<file path="src/rtl/alu_operand_stage_if.sv">
// Operand-stage bus: decode fields in, forwarding sources in, ALU operands and EX control out.
// The upstream/pipeline side uses master; the stage itself uses slave.
interface alu_operand_stage_if #(
    parameter int DATA_WIDTH = 32,
    parameter int REG_AW     = 5,
    parameter int STALL_CW   = 16
);
    logic                  id_valid;
    logic [REG_AW-1:0]     id_rs1;
    logic [REG_AW-1:0]     id_rs2;
    logic [REG_AW-1:0]     id_rd;
    logic [DATA_WIDTH-1:0] id_rd1;
    logic [DATA_WIDTH-1:0] id_rd2;
    logic [DATA_WIDTH-1:0] id_imm;
    logic                  id_alusrc;
    logic [2:0]            id_alucontrol;
    logic                  id_regwrite;
    logic                  id_memread;
    logic                  flush;
    logic                  mem_regwrite;
    logic [REG_AW-1:0]     mem_rd;
    logic [DATA_WIDTH-1:0] mem_result;
    logic                  wb_regwrite;
    logic [REG_AW-1:0]     wb_rd;
    logic [DATA_WIDTH-1:0] wb_result;

    logic [DATA_WIDTH-1:0] ALUSrcA;
    logic [DATA_WIDTH-1:0] ALUSrcB;
    logic [2:0]            ALUControl;
    logic                  ex_valid;
    logic                  ex_regwrite;
    logic                  ex_memread;
    logic [REG_AW-1:0]     ex_rd;
    logic [DATA_WIDTH-1:0] ex_store_data;
    logic                  stall;
    logic [STALL_CW-1:0]   stall_cnt;

    modport master (
        output id_valid, id_rs1, id_rs2, id_rd, id_rd1, id_rd2, id_imm,
               id_alusrc, id_alucontrol, id_regwrite, id_memread, flush,
               mem_regwrite, mem_rd, mem_result, wb_regwrite, wb_rd, wb_result,
        input  ALUSrcA, ALUSrcB, ALUControl, ex_valid, ex_regwrite, ex_memread,
               ex_rd, ex_store_data, stall, stall_cnt
    );

    modport slave (
        input  id_valid, id_rs1, id_rs2, id_rd, id_rd1, id_rd2, id_imm,
               id_alusrc, id_alucontrol, id_regwrite, id_memread, flush,
               mem_regwrite, mem_rd, mem_result, wb_regwrite, wb_rd, wb_result,
        output ALUSrcA, ALUSrcB, ALUControl, ex_valid, ex_regwrite, ex_memread,
               ex_rd, ex_store_data, stall, stall_cnt
    );
endinterface

</file>
<file path="src/rtl/alu_operand_stage.sv">
// ID/EX register with MEM/WB forwarding, load-use stall/bubble insertion and a
// saturating count of inserted load-use bubbles.
module alu_operand_stage #(
    parameter int DATA_WIDTH = 32,
    parameter int REG_AW     = 5,
    parameter int STALL_CW   = 16
) (
    input logic                clk,
    input logic                rst,
    alu_operand_stage_if.slave bus
);
    logic                  r_valid;
    logic [REG_AW-1:0]     r_rs1;
    logic [REG_AW-1:0]     r_rs2;
    logic [REG_AW-1:0]     r_rd;
    logic [DATA_WIDTH-1:0] r_rd1;
    logic [DATA_WIDTH-1:0] r_rd2;
    logic [DATA_WIDTH-1:0] r_imm;
    logic                  r_alusrc;
    logic [2:0]            r_alucontrol;
    logic                  r_regwrite;
    logic                  r_memread;
    logic [STALL_CW-1:0]   r_stall_cnt;

    logic                  w_stall;
    logic                  w_bubble;
    logic [DATA_WIDTH-1:0] w_fwd_a;
    logic [DATA_WIDTH-1:0] w_fwd_b;

    // rs2 is compared even for immediate-form instructions: conservative on purpose.
    assign w_stall = r_valid & r_memread & (r_rd != '0) & bus.id_valid &
                     ((bus.id_rs1 == r_rd) | (bus.id_rs2 == r_rd));

    assign w_bubble = bus.flush | w_stall;

    always_ff @(posedge clk) begin
        if (rst || w_bubble) begin
            r_valid      <= 1'b0;
            r_rs1        <= '0;
            r_rs2        <= '0;
            r_rd         <= '0;
            r_rd1        <= '0;
            r_rd2        <= '0;
            r_imm        <= '0;
            r_alusrc     <= 1'b0;
            r_alucontrol <= '0;
            r_regwrite   <= 1'b0;
            r_memread    <= 1'b0;
        end else begin
            r_valid      <= bus.id_valid;
            r_rs1        <= bus.id_rs1;
            r_rs2        <= bus.id_rs2;
            r_rd         <= bus.id_rd;
            r_rd1        <= bus.id_rd1;
            r_rd2        <= bus.id_rd2;
            r_imm        <= bus.id_imm;
            r_alusrc     <= bus.id_alusrc;
            r_alucontrol <= bus.id_alucontrol;
            r_regwrite   <= bus.id_regwrite & bus.id_valid;
            r_memread    <= bus.id_memread & bus.id_valid;
        end
    end

    // A flush-killed stall cycle is not a bubble caused by the hazard, so it is not counted.
    always_ff @(posedge clk) begin
        if (rst) begin
            r_stall_cnt <= '0;
        end else if (w_stall && !bus.flush && (r_stall_cnt != {STALL_CW{1'b1}})) begin
            r_stall_cnt <= r_stall_cnt + STALL_CW'(1);
        end
    end

    // MEM is the younger producer, so it takes priority over WB; x0 never forwards.
    always_comb begin
        w_fwd_a = r_rd1;
        if (bus.mem_regwrite && (bus.mem_rd != '0) && (bus.mem_rd == r_rs1)) begin
            w_fwd_a = bus.mem_result;
        end else if (bus.wb_regwrite && (bus.wb_rd != '0) && (bus.wb_rd == r_rs1)) begin
            w_fwd_a = bus.wb_result;
        end
    end

    always_comb begin
        w_fwd_b = r_rd2;
        if (bus.mem_regwrite && (bus.mem_rd != '0) && (bus.mem_rd == r_rs2)) begin
            w_fwd_b = bus.mem_result;
        end else if (bus.wb_regwrite && (bus.wb_rd != '0) && (bus.wb_rd == r_rs2)) begin
            w_fwd_b = bus.wb_result;
        end
    end

    assign bus.ALUSrcA       = w_fwd_a;
    assign bus.ALUSrcB       = r_alusrc ? r_imm : w_fwd_b;
    assign bus.ex_store_data = w_fwd_b;
    assign bus.ALUControl    = r_alucontrol;
    assign bus.ex_valid      = r_valid;
    assign bus.ex_regwrite   = r_regwrite;
    assign bus.ex_memread    = r_memread;
    assign bus.ex_rd         = r_rd;
    assign bus.stall         = w_stall;
    assign bus.stall_cnt     = r_stall_cnt;
endmodule

</file>
<file path="src/flat_wrapper.sv">
// flat-port wrapper written by rule: the top's interface ports become plain ports
module alu_operand_stage_flat 
#(
    parameter int DATA_WIDTH = 32,
    parameter int REG_AW     = 5,
    parameter int STALL_CW   = 16
)
  (clk, rst, bus_id_valid, bus_id_rs1, bus_id_rs2, bus_id_rd, bus_id_rd1, bus_id_rd2, bus_id_imm, bus_id_alusrc, bus_id_alucontrol, bus_id_regwrite, bus_id_memread, bus_flush, bus_mem_regwrite, bus_mem_rd, bus_mem_result, bus_wb_regwrite, bus_wb_rd, bus_wb_result, bus_ALUSrcA, bus_ALUSrcB, bus_ALUControl, bus_ex_valid, bus_ex_regwrite, bus_ex_memread, bus_ex_rd, bus_ex_store_data, bus_stall, bus_stall_cnt);
  alu_operand_stage_if #(.DATA_WIDTH(DATA_WIDTH), .REG_AW(REG_AW), .STALL_CW(STALL_CW)) bus_i ();
  input logic clk;
  input logic rst;
  input wire logic [$bits(bus_i.id_valid)-1:0] bus_id_valid;
  input wire logic [$bits(bus_i.id_rs1)-1:0] bus_id_rs1;
  input wire logic [$bits(bus_i.id_rs2)-1:0] bus_id_rs2;
  input wire logic [$bits(bus_i.id_rd)-1:0] bus_id_rd;
  input wire logic [$bits(bus_i.id_rd1)-1:0] bus_id_rd1;
  input wire logic [$bits(bus_i.id_rd2)-1:0] bus_id_rd2;
  input wire logic [$bits(bus_i.id_imm)-1:0] bus_id_imm;
  input wire logic [$bits(bus_i.id_alusrc)-1:0] bus_id_alusrc;
  input wire logic [$bits(bus_i.id_alucontrol)-1:0] bus_id_alucontrol;
  input wire logic [$bits(bus_i.id_regwrite)-1:0] bus_id_regwrite;
  input wire logic [$bits(bus_i.id_memread)-1:0] bus_id_memread;
  input wire logic [$bits(bus_i.flush)-1:0] bus_flush;
  input wire logic [$bits(bus_i.mem_regwrite)-1:0] bus_mem_regwrite;
  input wire logic [$bits(bus_i.mem_rd)-1:0] bus_mem_rd;
  input wire logic [$bits(bus_i.mem_result)-1:0] bus_mem_result;
  input wire logic [$bits(bus_i.wb_regwrite)-1:0] bus_wb_regwrite;
  input wire logic [$bits(bus_i.wb_rd)-1:0] bus_wb_rd;
  input wire logic [$bits(bus_i.wb_result)-1:0] bus_wb_result;
  output wire logic [$bits(bus_i.ALUSrcA)-1:0] bus_ALUSrcA;
  output wire logic [$bits(bus_i.ALUSrcB)-1:0] bus_ALUSrcB;
  output wire logic [$bits(bus_i.ALUControl)-1:0] bus_ALUControl;
  output wire logic [$bits(bus_i.ex_valid)-1:0] bus_ex_valid;
  output wire logic [$bits(bus_i.ex_regwrite)-1:0] bus_ex_regwrite;
  output wire logic [$bits(bus_i.ex_memread)-1:0] bus_ex_memread;
  output wire logic [$bits(bus_i.ex_rd)-1:0] bus_ex_rd;
  output wire logic [$bits(bus_i.ex_store_data)-1:0] bus_ex_store_data;
  output wire logic [$bits(bus_i.stall)-1:0] bus_stall;
  output wire logic [$bits(bus_i.stall_cnt)-1:0] bus_stall_cnt;
  assign bus_i.id_valid = bus_id_valid;
  assign bus_i.id_rs1 = bus_id_rs1;
  assign bus_i.id_rs2 = bus_id_rs2;
  assign bus_i.id_rd = bus_id_rd;
  assign bus_i.id_rd1 = bus_id_rd1;
  assign bus_i.id_rd2 = bus_id_rd2;
  assign bus_i.id_imm = bus_id_imm;
  assign bus_i.id_alusrc = bus_id_alusrc;
  assign bus_i.id_alucontrol = bus_id_alucontrol;
  assign bus_i.id_regwrite = bus_id_regwrite;
  assign bus_i.id_memread = bus_id_memread;
  assign bus_i.flush = bus_flush;
  assign bus_i.mem_regwrite = bus_mem_regwrite;
  assign bus_i.mem_rd = bus_mem_rd;
  assign bus_i.mem_result = bus_mem_result;
  assign bus_i.wb_regwrite = bus_wb_regwrite;
  assign bus_i.wb_rd = bus_wb_rd;
  assign bus_i.wb_result = bus_wb_result;
  assign bus_ALUSrcA = bus_i.ALUSrcA;
  assign bus_ALUSrcB = bus_i.ALUSrcB;
  assign bus_ALUControl = bus_i.ALUControl;
  assign bus_ex_valid = bus_i.ex_valid;
  assign bus_ex_regwrite = bus_i.ex_regwrite;
  assign bus_ex_memread = bus_i.ex_memread;
  assign bus_ex_rd = bus_i.ex_rd;
  assign bus_ex_store_data = bus_i.ex_store_data;
  assign bus_stall = bus_i.stall;
  assign bus_stall_cnt = bus_i.stall_cnt;
  alu_operand_stage #(.DATA_WIDTH(DATA_WIDTH), .REG_AW(REG_AW), .STALL_CW(STALL_CW)) u_core (.clk(clk), .rst(rst), .bus(bus_i));
endmodule
</file>
<file path="config.mk">
export PLATFORM = sky130hd
export DESIGN_NAME = alu_operand_stage_flat
export DESIGN_NICKNAME = d
export VERILOG_FILES = /design/src/rtl/alu_operand_stage_if.sv /design/src/rtl/alu_operand_stage.sv /design/src/flat_wrapper.sv
export SDC_FILE = /design/constraint.sdc
export NUM_CORES = 1
export LEC_CHECK = 0
export BUFFER_PORTS_ARGS = -buffer_cell sky130_fd_sc_hd__buf_2
export CORE_AREA = 2 2 126 128
export CTS_BUF_LIST = sky130_fd_sc_hd__clkbuf_4
export DETAILED_ROUTE_END_ITERATION = 6
export DIE_AREA = 0 0 128 130
export PLACE_DENSITY = 0.75
export SLEW_MARGIN = 40
export SYNTH_ARGS = -nofsm -noshare
export SYNTH_HDL_FRONTEND = slang
export SYNTH_SLANG_ARGS = --single-unit
</file>
<file path="constraint.sdc">
create_clock -name clk -period 2.8 [get_ports clk]
set_input_delay 0.28 -clock clk [delete_from_list [all_inputs] [get_ports clk]]
set_output_delay 0.28 -clock clk [all_outputs]
set_load 0.05 [all_outputs]
</file>
==> run summary <==
================================================================================
Proportion of layout cells with a drive suffix above 1                     42.9%
Vias in the first global route                                              7330
# IOs                                                                        321
#FFs+latches synth                                                           134
Final Skew                                                               21.2 ps
Total of warnings raised by yosys                                              0
Critical path arrival                                                    2580 ps
Cts bufs inserted                                                             17
Leading area contributor after synthesis                            sky130_fd_sc_hd__dfxtp_1
CP endpoint kind                                                      output pin
Final RePlAce weighted congestion                                          0.868
Post-DRT Antenna Nets                                                          0
Router iterations before antenna repair                                        7
Most frequent cells after synthesis                                 134 x sky130_fd_sc_hd__dfxtp_1, 117 x sky130_fd_sc_hd__and2_1, 49 x sky130_fd_sc_hd__nor2_1, 45 x sky130_fd_sc_hd__a21oi_1, 39 x sky130_fd_sc_hd__o21ai_0
Portion of the post-synthesis area used by sequential elements             41.8%
Mean cell area of the mapped netlist                                    8.64 um2
Worst-Skew Late Latency                                                   540 ps
GRT Residual Overflow                                                          0
Slew margin rel.                                                           61.6%
Buffers from clock root to sink, at most                                       2
Detailed-route vias per instance                                            5.59
Type of the setup path with the least slack                         flop to output pin
Area used by multi-input combinational logic                         0.00394 mm2
Reg clk slew, reported paths                                              130 ps
DR iter-0 viols                                                              695
Non-filler instance count after layout                                      1396
Final hold violations                                                          0
Area grow syn2layout                                                       70.2%
Power per standard cell area                                          436 mW/mm2
Total via count after detailed routing                                      7806
DIE AREA                                                              0.0166 mm2
Unrepaired setup endpoints after global routing                              yes
Number of setup violations in the final report                                 2
Share of the synthesized area in the top cell type                         41.8%
Async set-or-reset flop fraction in the synthesized netlist                   0%
Number of antenna violations at the first check in global routing              5
Overall die width                                                         128 um
FILL cells                                                                  1041
Area taken by flip-flops and latches                                 0.00270 mm2
Core Region                                                           0.0154 mm2
Cell depth of the worst min-delay path                                         2
Main area contributors after synthesis                              sky130_fd_sc_hd__dfxtp_1 42%, sky130_fd_sc_hd__and2_1 11%, sky130_fd_sc_hd__mux2_2 6.0%, sky130_fd_sc_hd__mux2i_1 5.0%, sky130_fd_sc_hd__or3_1 3.7%
Outcome                                                             finished with violations
Maximum fanout along the worst path                                           19
Worst setup margin                                                      -58.5 ps
R2R setup slack                                                           190 ps
CTS tree                                                                   built
Violations in the final reports                                     setup timing
Worst Setup Slack post-DPL                                                172 ps
Htree depth                                                                    4
Total detailed-routing wirelength                                        28.9 mm
Clock period minus worst slack                                           2860 ps
Remaining design rule violation count                                          0
Max-slew violations                                                            0
Nature of the critical path startpoint                                      flop
Die Ht                                                                    130 um
Port buffer count                                                            320
Initial core utilization                                                   41.6%
Detailed-placement wirelength estimate                                   15.8 mm
Leakage component of the power                                           4.82 nW
HP Class                                                            input port to flop
Post-synthesis net count                                                     940
Placed cells                                                                1220
F_max                                                                    350 MHz
Period Utilization, post-route                                              102%
Distinct cells, synth                                                         42
WHS Endpoint                                                        u_core.bus.stall_cnt[2]
Count of maximum capacitance violations                                        0
Aggregate negative setup slack                                          -63.6 ps
Library cell used as clock root buffer                              sky130_fd_sc_hd__clkbuf_4
Wire per inst                                                            20.7 um
Count of flip-flops with a built-in enable after synthesis                     0
Cell with the most instances after synthesis                        sky130_fd_sc_hd__dfxtp_1
Count of standard-cell rows                                                   46
First-pass GRT wire length                                               38.0 mm
Maximum number of pins on one net before global-route repair                  61
Overall track demand over capacity in global routing                       29.5%
Gate Count Post-Synth                                                        742
Number of sinks handled by clock tree synthesis                              134
Critical path data required time                                         2520 ps
Worst min-delay path startpoint                                              rst
Pin slew with the least headroom to its limit                             576 ps
Net count, final                                                            1382
Startpoint of the lowest-slack register-to-register path            u_core.bus.ex_rd[1]
Netlist Area Pre-Place                                               0.00641 mm2
Cells on worst reg2reg path                                                    7
Most frequently used flop master after synthesis                    sky130_fd_sc_hd__dfxtp_1
VDD IR max                                                            0.000401 V
Worst flop-to-flop path endpoint                                    u_core.bus.ex_memread
================================================================================
-- placed cells by master, fill, tap and decap left out, types with 7 or more instances in the layout --
cell type,count
sky130_fd_sc_hd__buf_2,261
sky130_fd_sc_hd__dfxtp_1,123
sky130_fd_sc_hd__dlygate4sd3_1,120
sky130_fd_sc_hd__and2_1,117
sky130_fd_sc_hd__nor2_1,47
sky130_fd_sc_hd__buf_4,44
sky130_fd_sc_hd__a21oi_1,40
sky130_fd_sc_hd__inv_1,36
sky130_fd_sc_hd__nor3_1,32
sky130_fd_sc_hd__buf_6,30
sky130_fd_sc_hd__or3_1,28
sky130_fd_sc_hd__mux2i_1,28
sky130_fd_sc_hd__mux2_2,27
sky130_fd_sc_hd__clkbuf_4,22
sky130_fd_sc_hd__a31oi_2,20
sky130_fd_sc_hd__o21ai_1,15
sky130_fd_sc_hd__xnor2_1,14
sky130_fd_sc_hd__o21ai_0,12
sky130_fd_sc_hd__nand4_1,11
sky130_fd_sc_hd__xor2_1,11
sky130_fd_sc_hd__dfxtp_2,11
sky130_fd_sc_hd__o21ai_2,10
sky130_fd_sc_hd__or3_4,10
sky130_fd_sc_hd__a31oi_4,9
sky130_fd_sc_hd__buf_12,8
sky130_fd_sc_hd__diode_2,7
sky130_fd_sc_hd__or4_1,7
sky130_fd_sc_hd__mux2_4,7
sky130_fd_sc_hd__nand2_1,7
sky130_fd_sc_hd__buf_8,7
-- area by class of cell --
cell class	count	area share [%]
inverters	36	1.24
well taps	192	2.20
clock buffers	19	1.31
multi-input cells	518	36.1
clock inverters	13	1.48
repair buffers	477	32.8
diodes	7	0.161
flip-flops and latches	134	24.7
-- routing by layer --
| layer | global-route usage (%) | wire [um] | vias up |
|---|---|---|---|
| met5 | 0 | 0 | - |
| met4 | 17.0 | 1930 | 0 |
| met3 | 8.00 | 2730 | 173 |
| met2 | 51.9 | 14000 | 578 |
| met1 | 32.1 | 10200 | 3608 |
| li1 | - | - | 3447 |
-- kinds of logic after synthesis --
logic type | share of synthesized area [%]
AO/OA/AOI/OAI | 11.8
XOR/XNOR | 4.10
adder cells (fa/ha/maj) | 0.195
buffers and inverters | 5.64
flip-flops | 41.8
multiplexers | 11.0
AND/OR/NAND/NOR | 25.5
-- worst max path at each step --
stage | start | end | slack, ps | cells after the start
2_1_floorplan | bus_mem_rd[0] | bus_ALUSrcB[24] | -170 | 6
3_3_place_gp | bus_mem_rd[0] | bus_ALUSrcB[20] | 220 | 8
3_5_place_dp | bus_mem_rd[0] | bus_ALUSrcB[0] | 170 | 8
4_1_cts | u_core.r_rs2[4] | bus_ALUSrcB[30] | -40 | 7
5_1_grt | u_core.r_rs2[4] | bus_ALUSrcB[19] | -110 | 7
6_report | u_core.r_rs2[4] | bus_ALUSrcB[19] | -60 | 7
-- sequential cells by signal (all words and copies together) (netlist names) --
name	flops
u_core.r_rd1	32
u_core.bus.ex_regwrite	1
u_core.bus.ex_valid	1
u_core.bus.ex_memread	1
u_core.bus.ex_rd	5
u_core.r_rd2	32
u_core.r_alusrc	1
u_core.bus.stall_cnt	16
u_core.bus.ALUControl	3
u_core.r_imm	32
u_core.r_rs2	5
u_core.r_rs1	5
-- stage by stage --
stage	area, um2	power (mW)	util (%)	hold WS [ps]
floorplan	6570	2.65	-	402
global placement	8430	2.98	54.7	479
detailed placement	8450	2.99	54.8	481
CTS	10400	4.64	67.6	85.0
global route	10900	4.91	70.7	129
finish	10900	4.76	70.7	137
-- repair_timing --
item                                    CTS  global route
hold endpoints to repair                118             0
buffers inserted                          4             7
hold buffers                            120             0
endpoints found under the setup margin   65            89
gates resized for setup                 124            99
pin swaps                                19            22
gates cloned                              3             3
-- where the power goes --
group / switching [mW] / internal (mW)
clock: 0.737 / 0.709
sequential: 0.0351 / 1.97
combinational: 0.757 / 0.544
total: 1.53 / 3.23
-- critical path, stage by stage, from the launching register on --
cell and delay, ps:
sky130_fd_sc_hd__dfxtp_2 360, sky130_fd_sc_hd__xor2_1 150, sky130_fd_sc_hd__a211o_4 340, sky130_fd_sc_hd__bufbuf_16 330, sky130_fd_sc_hd__nor2_2 180, sky130_fd_sc_hd__a211oi_4 120
sky130_fd_sc_hd__o31ai_2 340, sky130_fd_sc_hd__buf_6 220
(Power assumes the default switching activity.)
